==> src/rtl/bpred_pkg.sv <==
// Shared branch-prediction types: the in-flight prediction record and the
// 2-bit BHT counter encodings used by both the BHT and the resolve queue.
package bpred_pkg;

    // PC / target width; the BHT and the resolve queue must agree on it.
    localparam int BP_ADDR_WIDTH = 32;

    // BHT 2-bit saturating counter states.
    localparam logic [1:0] SKIP_S = 2'd0;
    localparam logic [1:0] SKIP_W = 2'd1;
    localparam logic [1:0] TAKE_W = 2'd2;
    localparam logic [1:0] TAKE_S = 2'd3;

    // One prediction made by fetch, waiting for execute to resolve it.
    typedef struct packed {
        logic [BP_ADDR_WIDTH-1:0] pc;
        logic                     pred_take;
        logic [BP_ADDR_WIDTH-1:0] pred_npc;
    } pred_rec_t;

    // A resolve is wrong if either the direction or the target disagrees.
    function automatic logic is_mispredict(input pred_rec_t rec, input logic take,
                                           input logic [BP_ADDR_WIDTH-1:0] npc);
        return (take != rec.pred_take) || (npc != rec.pred_npc);
    endfunction

endpackage

==> src/rtl/pred_fifo.sv <==
// In-order store of prediction records. Pointers carry one extra wrap bit so
// full and empty are distinguishable; flush drops every entry, including one
// being pushed in the same cycle.
module pred_fifo
    import bpred_pkg::*;
#(
    parameter int DEPTH = 4
) (
    input  logic                     CLK,
    input  logic                     RST,
    input  logic                     push,
    input  logic                     pop,
    input  logic                     flush,
    input  pred_rec_t                wdata,
    output pred_rec_t                head,
    output logic                     full,
    output logic                     empty,
    output logic [$clog2(DEPTH):0]   count
);

    localparam int AW = $clog2(DEPTH);
    localparam logic [AW:0] PTR_ONE = 1;

    logic [AW:0] wr_ptr_q, wr_ptr_d;
    logic [AW:0] rd_ptr_q, rd_ptr_d;
    pred_rec_t   mem_q [DEPTH];
    pred_rec_t   mem_d [DEPTH];

    // Next pointers and storage; flush snaps rd to wr and ignores any push.
    always_comb begin
        mem_d    = mem_q;
        wr_ptr_d = wr_ptr_q;
        rd_ptr_d = rd_ptr_q;
        if (flush) begin
            rd_ptr_d = wr_ptr_q;
        end else begin
            if (push) begin
                mem_d[wr_ptr_q[AW-1:0]] = wdata;
                wr_ptr_d = wr_ptr_q + PTR_ONE;
            end
            if (pop) begin
                rd_ptr_d = rd_ptr_q + PTR_ONE;
            end
        end
    end

    // Pointer registers, cleared by reset.
    always_ff @(posedge CLK) begin
        if (RST) begin
            wr_ptr_q <= '0;
            rd_ptr_q <= '0;
        end else begin
            wr_ptr_q <= wr_ptr_d;
            rd_ptr_q <= rd_ptr_d;
        end
    end

    // Record storage; contents are don't-care until written.
    always_ff @(posedge CLK) begin
        mem_q <= mem_d;
    end

    assign empty = (wr_ptr_q == rd_ptr_q);
    assign full  = (wr_ptr_q[AW] != rd_ptr_q[AW]) &&
                   (wr_ptr_q[AW-1:0] == rd_ptr_q[AW-1:0]);
    assign count = wr_ptr_q - rd_ptr_q;
    assign head  = mem_q[rd_ptr_q[AW-1:0]];

endmodule

==> src/rtl/branch_resolve_queue.sv <==
// Resolution-side partner of the BHT. Records fetch predictions in order,
// compares each oldest-first resolve against its prediction, drives the BHT
// update port and, on a mispredict, redirects fetch and flushes the queue.
module branch_resolve_queue
    import bpred_pkg::*;
#(
    parameter int DEPTH      = 4,
    parameter int ADDR_WIDTH = BP_ADDR_WIDTH,   // must equal BP_ADDR_WIDTH
    parameter int CNT_WIDTH  = 16
) (
    input  logic                     CLK,
    input  logic                     RST,
    input  logic                     ENQ_VALID,
    output logic                     ENQ_RDY,
    input  logic [ADDR_WIDTH-1:0]    ENQ_PC,
    input  logic                     ENQ_PRED_TAKE,
    input  logic [ADDR_WIDTH-1:0]    ENQ_PRED_NPC,
    input  logic                     RES_VALID,
    output logic                     RES_RDY,
    input  logic                     RES_TAKE,
    input  logic [ADDR_WIDTH-1:0]    RES_NPC,
    output logic [ADDR_WIDTH-1:0]    UPD_PC,
    output logic                     UPD_TAKE,
    output logic                     UPD_WE,
    output logic                     REDIR_VALID,
    output logic [ADDR_WIDTH-1:0]    REDIR_PC,
    output logic [$clog2(DEPTH):0]   COUNT,
    output logic [CNT_WIDTH-1:0]     MISP_CNT
);

    localparam logic [CNT_WIDTH-1:0] CNT_ONE = 1;

    pred_rec_t enq_rec, head;
    logic      full, empty;
    logic      enq_fire, res_fire, misp, flush;

    logic                  upd_we_q,      upd_we_d;
    logic [ADDR_WIDTH-1:0] upd_pc_q,      upd_pc_d;
    logic                  upd_take_q,    upd_take_d;
    logic                  redir_valid_q, redir_valid_d;
    logic [ADDR_WIDTH-1:0] redir_pc_q,    redir_pc_d;
    logic [CNT_WIDTH-1:0]  misp_cnt_q,    misp_cnt_d;

    // Ready signals depend only on stored pointers, never on the request side.
    assign ENQ_RDY  = !full;
    assign RES_RDY  = !empty;
    assign enq_fire = ENQ_VALID && ENQ_RDY;
    assign res_fire = RES_VALID && RES_RDY;
    assign misp     = is_mispredict(head, RES_TAKE, RES_NPC);
    assign flush    = res_fire && misp;
    assign enq_rec  = '{pc: ENQ_PC, pred_take: ENQ_PRED_TAKE, pred_npc: ENQ_PRED_NPC};

    pred_fifo #(.DEPTH(DEPTH)) u_fifo (
        .CLK   (CLK),
        .RST   (RST),
        .push  (enq_fire),
        .pop   (res_fire),
        .flush (flush),
        .wdata (enq_rec),
        .head  (head),
        .full  (full),
        .empty (empty),
        .count (COUNT)
    );

    // Update/redirect payloads hold between pulses; counter saturates at all-ones.
    always_comb begin
        upd_we_d      = res_fire;
        redir_valid_d = flush;
        upd_pc_d      = upd_pc_q;
        upd_take_d    = upd_take_q;
        redir_pc_d    = redir_pc_q;
        misp_cnt_d    = misp_cnt_q;
        if (res_fire) begin
            upd_pc_d   = head.pc;
            upd_take_d = RES_TAKE;
        end
        if (flush) begin
            redir_pc_d = RES_NPC;
            if (misp_cnt_q != '1) misp_cnt_d = misp_cnt_q + CNT_ONE;
        end
    end

    // Output registers; reset wins over any pulse computed in the same cycle.
    always_ff @(posedge CLK) begin
        if (RST) begin
            upd_we_q      <= 1'b0;
            upd_pc_q      <= '0;
            upd_take_q    <= 1'b0;
            redir_valid_q <= 1'b0;
            redir_pc_q    <= '0;
            misp_cnt_q    <= '0;
        end else begin
            upd_we_q      <= upd_we_d;
            upd_pc_q      <= upd_pc_d;
            upd_take_q    <= upd_take_d;
            redir_valid_q <= redir_valid_d;
            redir_pc_q    <= redir_pc_d;
            misp_cnt_q    <= misp_cnt_d;
        end
    end

    assign UPD_WE      = upd_we_q;
    assign UPD_PC      = upd_pc_q;
    assign UPD_TAKE    = upd_take_q;
    assign REDIR_VALID = redir_valid_q;
    assign REDIR_PC    = redir_pc_q;
    assign MISP_CNT    = misp_cnt_q;

endmodule

==> config.mk <==
export PLATFORM = sky130hd
export DESIGN_NAME = branch_resolve_queue
export DESIGN_NICKNAME = d
export VERILOG_FILES = /design/src/rtl/bpred_pkg.sv /design/src/rtl/pred_fifo.sv /design/src/rtl/branch_resolve_queue.sv
export SDC_FILE = /design/constraint.sdc
export NUM_CORES = 1
export LEC_CHECK = 0
export BUFFER_PORTS_ARGS = -buffer_cell sky130_fd_sc_hd__buf_2
export CAP_MARGIN = 20
export CORE_AREA = 2 2 157 159
export CTS_CLUSTER_SIZE = 40
export DETAILED_ROUTE_END_ITERATION = 16
export DIE_AREA = 0 0 159 161
export PLACE_DENSITY = 0.78
export REMOVE_ABC_BUFFERS = 1
export SLEW_MARGIN = 20
export SYNTH_ARGS = -nofsm -noshare
export SYNTH_HDL_FRONTEND = slang
export SYNTH_HIERARCHICAL = 1
export SYNTH_SLANG_ARGS = --single-unit
export TNS_END_PERCENT = 30
==> constraint.sdc <==
create_clock -name CLK -period 6.2 [get_ports CLK]
set_input_delay 0.62 -clock CLK [delete_from_list [all_inputs] [get_ports CLK]]
set_output_delay 0.62 -clock CLK [all_outputs]
set_load 0.01 [all_outputs]
==> run summary <==
status = finished clean
logic gate share of total power = 27.0%
Worst EP required = 6390 ps
peak supply drop = 0.000384 V
Async SR Flop Fraction = 0%
R2R Setup Slk = 1660 ps
post-synth top area share = 58.4%
Mapped Area = 13,400 µm²
P per Cell Area = 465 nW/µm²
Max clock buf depth = 3
via count = 7,424
number of synthesized flops with an enable pin = 260
Total GRT Usage = 21.8%
Setup crit end kind = flip-flop
DIE AREA = 25,600 µm²
slowest stage delay, CP = 770 ps
share of layout cells above drive strength 1 = 33.9%
most frequent cells after synthesis = 260 x edfxtp_1, 89 x dfxtp_1, 69 x nand2_1
Starting Density = 55.8%
CP max stage cell = dfxtp_4
vias in the first global route = 7,547
Inserted Clock Buffers = 36
Hold Path Sink = u_fifo/mem_q[127]
Non-Filler Instances = 1,349
cell count after synthesis = 790
Tcrit/Tclk final = 73.2%
grt ovf = 0
IO Count = 190
critical path class = reg -> reg
clk_lat worst skew = 520 ps
die extent in x = 159 µm
CP most frequent cell = buf_4
clock share of power = 28.4%
worst hold slack = 315 ps
flops & latches, synth = 349
Site Rows = 57
Detailed Route Iter0 Violations = 599
pin count of the biggest net entering global routing = 67
Die H = 161 µm
worst-path cell chain = buf_4, mux4_2, xor2_1, nor4_1, nand4_1, o31ai_4, inv_2, nor2b_1, and2_4, buf_4
Post-DRT Antenna Nets = 0
RR Endpoint = u_fifo/mem_q[199]
Yosys cell types = 38
CP startpoint = u_fifo/rd_ptr_q[0]
Pleak = 0.00579 µW
drt drc = 0
area growth from synthesis to layout = 18.4%
pins over their slew limit = 0
H-tree Lvls = 2
setup repair bufs after CTS = 0
Worst Hold Depth = 1
Buf+Inv Stages, Crit Path = 3
CTS clk-pin slew, worst paths = 70 ps
HP Class = in -> reg
wire per inst = 20.1 µm
Arr. time, crit path = 4730 ps
buffers added on ports = 189
Int Pwr = 5140 µW
Max Fanout on Critical Path = 35
switch share = 30.2%
hold_sp = ENQ_PC[29]
Setup WS pre-CTS = 1550 ps
Fmax = 220 MHz
Max-slew headroom = 46.8%
Total Power = 7360 µW
Worst Setup Start Kind = flip-flop
slew at the pin with the worst max-slew slack = 798 ps
Filler Cell Count = 1,681
Clock Sinks = 349
Fin. Hold Viols = 0
MaxCap Viol Count = 0
Post-DP HPWL = 17,300 µm
TritonRoute pass-1 iters = 4
setup ws final = 1660 ps
Post-Place Cells = 1,278
post-synthesis sequential area ratio = 71.7%
skew final = 18.3 ps
most common cell in the netlist = edfxtp_1
Most used DFF post-synth = edfxtp_1
initial antenna violation count = 8
RD Place Congestion = 0.765
RSZ-0062 raised after global routing = no
Synth Warn # = 6
core area = 24,000 µm²
post_cts resized = 0
switching pwr = 2220 µW
worst r2r path cells = 10
Hold Buf Count CTS = 0
endpoints failing setup = 0
fin nets = 1,103
Clk Tree Root Cell = clkbuf_16
Synth Area per Inst = 16.9 µm²
first-pass GRT wire length = 42,900 µm
post-layout min period = 4540 ps
ranking of synthesized cells by area = edfxtp_1 58%, dfxtp_1 13%, mux4_2 11%
worst r2r src = u_fifo/rd_ptr_q[0]
sequential share of power = 44.6%
area leader, netlist = edfxtp_1
CP top delay family = simple AND/OR/NAND/NOR gates
routed wire length = 27,200 µm
Vias/cell = 5.50
CTS tree = yes
-- metrics by stage --
stage                     TNS, ps  util, %  area (µm²)
final                           0     66.0       15800
after global routing            0     66.0       15800
after floorplan           -469570        -       13100
after global placement          0     61.1       14600
after CTS                       0     66.0       15800
after detailed placement        0     61.1       14600
-- layout make-up --
cell class	instances	area, µm²	share of cell area [%]
Sequential cell	349	9600	60.6
Antenna cell	6	15.0	0.0949
Timing Repair Buffer	201	1080	6.80
Tap cell	324	405	2.56
Clock buffer	48	1030	6.50
Clock inverter	17	146	0.925
Multi-Input combinational cell	393	3520	22.2
Inverter	11	41.3	0.261
-- kinds of logic (layout without fill, tap and decap cells) --
family | count (synthesis) | count (layout) | synth area share (%)
compound gates | 52 | 52 | 2.20
xor+xnor | 37 | 37 | 2.42
fa+ha+maj | 9 | 9 | 0.898
buf+inv | 48 | 277 | 2.06
flops | 349 | 349 | 71.7
mux | 107 | 107 | 14.2
other cells | 0 | 6 | 0
simple gates | 188 | 188 | 6.53
-- cells in the final DEF, fill, tap and decap left out, types with 14 or more instances in the layout --
master / count
mux4_2: 65
buf_2: 188
mux2i_1: 33
clkbuf_16: 38
nand2_1: 69
dfxtp_1: 87
nor2_1: 51
edfxtp_1: 260
xor2_1: 35
a21oi_1: 39
nor2b_1: 14
-- power by group through the flow --
stage | Combinational [µW] | Sequential, µW | Clock [µW]
floorplan | 1280 | 3400 | 0
global placement | 1960 | 3310 | 0
detailed placement | 2000 | 3330 | 0
CTS | 2030 | 3290 | 2130
global route | 2180 | 3340 | 2220
finish | 1990 | 3280 | 2090
-- registers in the layout (all words and copies together) (netlist names) --
register,count
REDIR_VALID,1
u_fifo/rd_ptr_q,3
REDIR_PC,32
u_fifo/mem_q,260
UPD_TAKE,1
UPD_PC,32
MISP_CNT,16
u_fifo/wr_ptr_q,3
UPD_WE,1
-- routing by layer --
metal | track usage, % | wire, µm | up-vias
met5 | 0 | 27 | -
met4 | 6.03 | 578 | 4
met3 | 5.70 | 1940 | 48
met2 | 36.6 | 13600 | 268
met1 | 28.6 | 11000 | 3697
li1 | - | - | 3407
-- how the worst max path moves through the flow --
stage                     slack (ps)            endpoint  depth (start not counted)
final                           1660   u_fifo/mem_q[199]                         10
after global routing            1250   u_fifo/mem_q[222]                         10
after CTS                       1540   u_fifo/mem_q[201]                         10
after detailed placement        1550   u_fifo/mem_q[224]                         10
after global placement          1610   u_fifo/mem_q[224]                         10
after floorplan                -1820  u_fifo/wr_ptr_q[2]                         11
Note: power is estimated with default switching activity, not from simulation.
